File: src/rtl/axi_m2_pkg.sv
// Shared state encodings for the 2:1 AXI-Stream downsizer.
package axi_m2_pkg;

  typedef enum logic [1:0] {
    IDLE   = 2'd0,
    FIRST  = 2'd1,
    SECOND = 2'd2
  } state_t;

endpackage

File: src/rtl/axi_downsizer_2to1.sv
// Splits each 2*DATA_WIDTH input beat into two DATA_WIDTH output beats.
// Define AXI_DOWNSIZE_HIGH_FIRST_EN to emit the high half first.
module axi_downsizer_2to1
  import axi_m2_pkg::*;
#(
  parameter int DATA_WIDTH = 32
) (
  input  logic                    clk,
  input  logic                    sync_reset,
  input  logic                    s_axis_tvalid,
  input  logic [2*DATA_WIDTH-1:0] s_axis_tdata,
  input  logic                    s_axis_tlast,
  output logic                    s_axis_tready,
  output logic                    m_axis_tvalid,
  output logic [DATA_WIDTH-1:0]   m_axis_tdata,
  output logic                    m_axis_tlast,
  input  logic                    m_axis_tready
);

  state_t                  state;
  logic [2*DATA_WIDTH-1:0] held;
  logic                    held_last;
  logic                    in_hs;
  logic                    out_hs;
  logic [DATA_WIDTH-1:0]   first_half;
  logic [DATA_WIDTH-1:0]   second_half;

  assign s_axis_tready = (state == IDLE) | ((state == SECOND) & m_axis_tready);
  assign m_axis_tvalid = (state != IDLE);
  assign in_hs         = s_axis_tvalid & s_axis_tready;
  assign out_hs        = m_axis_tvalid & m_axis_tready;

`ifdef AXI_DOWNSIZE_HIGH_FIRST_EN
  assign first_half  = held[2*DATA_WIDTH-1:DATA_WIDTH];
  assign second_half = held[DATA_WIDTH-1:0];
`else
  assign first_half  = held[DATA_WIDTH-1:0];
  assign second_half = held[2*DATA_WIDTH-1:DATA_WIDTH];
`endif

  always_ff @(posedge clk) begin
    if (sync_reset) begin
      state     <= IDLE;
      held      <= '0;
      held_last <= 1'b0;
    end else begin
      case (state)
        IDLE: begin
          if (in_hs) begin
            held      <= s_axis_tdata;
            held_last <= s_axis_tlast;
            state     <= FIRST;
          end
        end
        FIRST: begin
          if (out_hs) state <= SECOND;
        end
        SECOND: begin
          // A new beat may be loaded on the same edge the second half leaves.
          if (out_hs) begin
            if (in_hs) begin
              held      <= s_axis_tdata;
              held_last <= s_axis_tlast;
              state     <= FIRST;
            end else begin
              state <= IDLE;
            end
          end
        end
        default: state <= IDLE;
      endcase
    end
  end

  always_comb begin
    m_axis_tdata = '0;
    m_axis_tlast = 1'b0;
    case (state)
      FIRST:   m_axis_tdata = first_half;
      SECOND: begin
        m_axis_tdata = second_half;
        m_axis_tlast = held_last;
      end
      default: ;
    endcase
  end

endmodule

File: config.mk
export PLATFORM = sky130hd
export DESIGN_NAME = axi_downsizer_2to1
export DESIGN_NICKNAME = d
export VERILOG_FILES = /design/src/rtl/axi_m2_pkg.sv /design/src/rtl/axi_downsizer_2to1.sv
export SDC_FILE = /design/constraint.sdc
export NUM_CORES = 1
export LEC_CHECK = 0
export CAP_MARGIN = 20
export CORE_MARGIN = 2
export CORE_UTILIZATION = 50
export CTS_BUF_LIST = sky130_fd_sc_hd__clkbuf_4 sky130_fd_sc_hd__clkbuf_8
export CTS_CLUSTER_DIAMETER = 120
export DETAILED_ROUTE_END_ITERATION = 10
export GPL_ROUTABILITY_DRIVEN = 0
export PLACE_DENSITY_LB_ADDON = 0.12
export SYNTH_ARGS = -nofsm -noshare
export SYNTH_HDL_FRONTEND = slang
export SYNTH_SLANG_ARGS = --single-unit
File: constraint.sdc
create_clock -name clk -period 2.3 [get_ports clk]
set_input_delay 0.46 -clock clk [delete_from_list [all_inputs] [get_ports clk]]
set_output_delay 0.46 -clock clk [all_outputs]
set_load 0.01 [all_outputs]
After elaboration in Yosys (flattened, before gate mapping)
Cells that the tools add are included.
W data, S select, Z words.

word-level totals
  input port bits = 69
  bits in registers = 67
  word-level logic and storage cells = 30
  output and inout port bits = 35

cells by class
  equality and inequality tests = 5
  bitwise gates (word level) = 4
  muxes and demuxes = 13
  reduce and logical (&&, ||, !) cells = 5

operator list
  cell                  number
  $mux W64              2
  $pmux W64 S2          1
  $pmux W32 S2          1
  $mux W2               3
  $ne A2 B2 Y1 const B  3
  $pmux W2 S3           1
  $mux W1               4
  $reduce_bool A2 Y1    2
  $and A1 B1 Y1         3
  $reduce_and A3 Y1     1
  $eq A2 B1 Y1 const B  1
  $eq A2 B2 Y1 const B  1
  $logic_not A2 Y1      1
  $pmux W1 S2           1
  $reduce_and A2 Y1     1
  $or A1 B1 Y1          1

Logic depth before layout (Yosys ltp)
  depth after elaboration = 7
  gate-level depth with buffers = 7
  gate-level depth less buffers = 5

Worst setup path before layout
Ideal clock, no wire load.

  kind = register -> output
  start point = register state[0]
  end point = output port m_axis_tdata[0]
  data required time = 1.840 ns
  slack = 0.532 ns
  data arrival time = 1.308 ns
  cell stages (with the launch flop) = 7
  buffers on the path = 2
  cell sequence = dfxtp_1 > inv_1 > ha_1 > buf_6 > clkbuf_1 > a22oi_1 > nor2b_1

on the way
  longest elaborated chain between the ends = 2
  elaborated cells between the ends (all ways) = 3
  classes of those cells = eq/ne (2); mux (1)

RTL lines
  element                                       line                      source
  start, declared                               axi_downsizer_2to1.sv:20  state_t state;
  start signal, assigned                        axi_downsizer_2to1.sv:43  state <= IDLE;
  start signal, assigned                        axi_downsizer_2to1.sv:52  state <= FIRST;
  start signal, assigned                        axi_downsizer_2to1.sv:56  if (out_hs) state <= SECOND;
  $eq A2 B2 Y1 or $eq A2 B1 Y1 (tied branches)  axi_downsizer_2to1.sv:78  case (state)
  $pmux W32 S2 *                                axi_downsizer_2to1.sv:78
  end, declared                                 axi_downsizer_2to1.sv:15  output logic [DATA_WIDTH-1:0] m_axis_tdata,

Mark *: on every way between the ends. The rest lies on a longest branch, timed or not.

Worst setup path in the final report
  start point = register state[0]
  end point = output port m_axis_tdata[20]

The elaborated chain is that of the path after synthesis.

==> results.py <==
metrics = {
    "run_status": {
        "outcome": "complete, no violations",
    },
    "worst_hold_path": {
        "hold-path-cell-count": 2,
        "min_path_type": "reg -> reg",
        "hp-start": "held_last",
        "holdPathEnd": "held_last",
    },
    "cells_and_area": {
        "mostFrequentLayoutCells": "nand2b_1 (132), clkdlybuf4s50_1 (68), mux2i_1 (66)",
        "antennaDiodeCount": 0,
        "nets": 553,
        "final_util_pct": 70.0,
        "syn2layout_area_growth_pct": 36.4,
        "drive_above_1_share_pct": 9.92,
        "final_common_cell": "nand2b_1",
    },
    "grt": {
        "grt_pass1_vias": 2843,
        "grt.total_usage_pct": 19.8,
        "gr-total-overflow": 0,
        "grt_max_degree": 70,
        "grt_pass1_wl_um": 13200,
        "antenna_found_initial": 0,
    },
    "synthesis": {
        "synth_seq_cells": 67,
        "synth.area.top_cells": "dfxtp_1 (36%), nand2b_1 (22%), mux2i_1 (18%), a22oi_1 (6.5%), nor2b_1 (5.6%)",
        "synth_top_area_share_pct": 36.4,
        "synth_edf_count": 0,
        "syn_inst": 384,
        "synthesis.nets": 458,
        "ys_async_sr_fraction_pct": 0,
        "seq_area_frac_synth_pct": 36.4,
        "synth_warnings": 0,
        "synth_ff_type": "dfxtp_1",
        "syn_area_um2": 3680,
        "synthDistinctLibCells": 24,
        "avgSynthCellArea_um2": 9.59,
        "synth.largest_area_cell": "dfxtp_1",
    },
    "timing": {
        "fin_crit_sh_pct": 96.2,
        "clock.fmax_mhz": 452,
        "rsz0062_at_grt": "no",
        "hold_viol": 0,
        "maxSlewViolCount": 0,
        "fin_crit_ns": 2.21,
        "skew_ns": 0.00749,
        "setup_ws_ns": 0.0878,
        "setup_viol": 0,
        "maxSlewHeadroom_pct": 68.7,
        "setup-tns-final_ns": 0,
        "worstMarginPinSlew_ns": 0.469,
    },
    "routing": {
        "ant_nets": 0,
        "routedWlPerCell_um": 13.6,
        "drtPass1Iterations": 4,
        "drt_iter0_drc": 83,
        "drcViolationCount": 0,
        "via_count": 2903,
        "drt_wl_total_um": 7910,
        "vias_per_cell": 4.98,
    },
    "setup_path": {
        "rrSetupSlack_ns": 0.40,
        "worstPathArrival_ns": 1.75,
        "worstPathCellList": "inv_4 -> ha_4 -> bufbuf_16 -> a22oi_1 -> nor2b_1 -> dlygate4sd2_1",
        "critPathMaxFanout": 15,
        "path_buf_inv": 3,
        "r2r_cells": 7,
        "cp_slowest_cell": "dfxtp_4",
        "cp_top_family": "buffers and inverters",
        "end_kind": "output pin",
        "critPathLaunch": "state[0]",
        "slowest_delay_ns": 0.40,
        "crit_required_ns": 1.84,
        "reg2reg_from": "state[0]",
        "worst_r2r_endpoint": "held[49]",
        "critical_path_class": "reg -> out",
        "startpoint_type": "flop",
    },
    "place": {
        "place_ws_ns": 0.0764,
        "dp.final_hpwl_um": 5290,
        "port_buffers": 103,
    },
    "floorplanning": {
        "dieArea_um2": 8070,
        "die_x_um": 89.8,
        "core_area_um2": 7180,
        "dieHeight_um": 89.8,
        "rows": 31,
        "num_io_pins": 104,
        "initial_core_util_pct": 51.3,
    },
    "power_and_ir_drop": {
        "p_leak_uw": 0.00199,
        "ir_worst_vdd_uv": 368,
        "cellPowerDensity_nw_per_um2": 870,
        "p_total_uw": 4370,
    },
    "clock_tree": {
        "clock_latency_ns": 0.34,
        "cts_inserted_buffers": 9,
        "cts_buffer_depth": 2,
        "cts_tree": "done",
        "cts_setup_buffers": 0,
        "clk_pin_slew_worst_paths_ns": 0.08,
        "cts_htree_levels": 3,
        "cts_num_sinks": 67,
        "cts_hold_buf": 0,
        "clockRootBuffer": "clkbuf_8",
    },
    "flow_run": {
        "maxCapViolCount": 0,
    },
}
[sequential cells by signal, summed over array words and instances, names as in the netlist]
signal and count:
held 64, state 2, held_last 1
[worst register-to-register path, cell delays in order (launching register included)]
cell and delay, ns:
dfxtp_4 0.38, inv_4 0.09, ha_4 0.17, bufbuf_16 0.30
nand2_1 0.10, o22ai_4 0.23, buf_12 0.28, mux2i_1 0.28
[stage by stage]
step,cells,cell area [µm²],hold slack (ns)
after global routing,583,5020,0.488
after detailed placement,566,4750,0.463
after floorplan,384,3680,0.444
after CTS,583,4990,0.476
after global placement,566,4750,0.455
final,583,5020,0.473
[Yosys cell counts (2+ instances only)]
library cell	number
nor2b_1	33
buf_12	5
dfxtp_1	67
ha_1	5
mux2i_1	66
nand2b_1	132
buf_2	2
nand2_1	4
clkbuf_1	21
a22oi_1	32
inv_1	4
[worst max path at each step]
stage                            end  slack [ns]  depth (start not counted)
floorplan            m_axis_tdata[0]        0.53                          6
global placement    m_axis_tdata[31]         0.1                          5
detailed placement  m_axis_tdata[31]        0.08                          5
CTS                 m_axis_tdata[17]        0.08                          6
global route        m_axis_tdata[20]       0.009                          6
finish              m_axis_tdata[20]        0.09                          6
[cell type report]
class / instances / area (µm²)
inverters: 4 / 17.5
well taps: 99 / 124
fillers: 602 / 2150
flip-flops and latches: 67 / 1350
repair buffers: 116 / 1160
clock buffers: 10 / 138
multi-input cells: 281 / 2170
clock inverters: 6 / 65.1
[metal layers]
metal	track usage [%]	share of wire, %	vias to the layer above
met5	0	0	-
met4	6.92	1.2	0
met3	4.19	4.1	10
met2	33.6	49	75
met1	25.0	45	1352
li1	-	-	1466
[report_power, final]
group / leakage [µW] / switching (µW) / internal, µW / total, µW
registers: 0.000552 / 163 / 1430 / 1600
logic: 0.00133 / 815 / 957 / 1770
clock network: 0.000102 / 470 / 530 / 1000
[cell families after synthesis]
kind of cell	count (synthesis)	share of synthesized area [%]
adders and majority gates	5	1.70
muxes	66	17.9
DFF	67	36.4
buffers and inverters	36	6.56
and+or+nand+nor	173	29.4
AOI/OAI and AO/OA	37	8.02
[repair_timing]
item / 4_1_cts / 5_1_grt
cloned: 1 / 0
resized for setup: 47 / 6
setup endpoints to repair: 34 / 3
(Power assumes the default switching activity.)
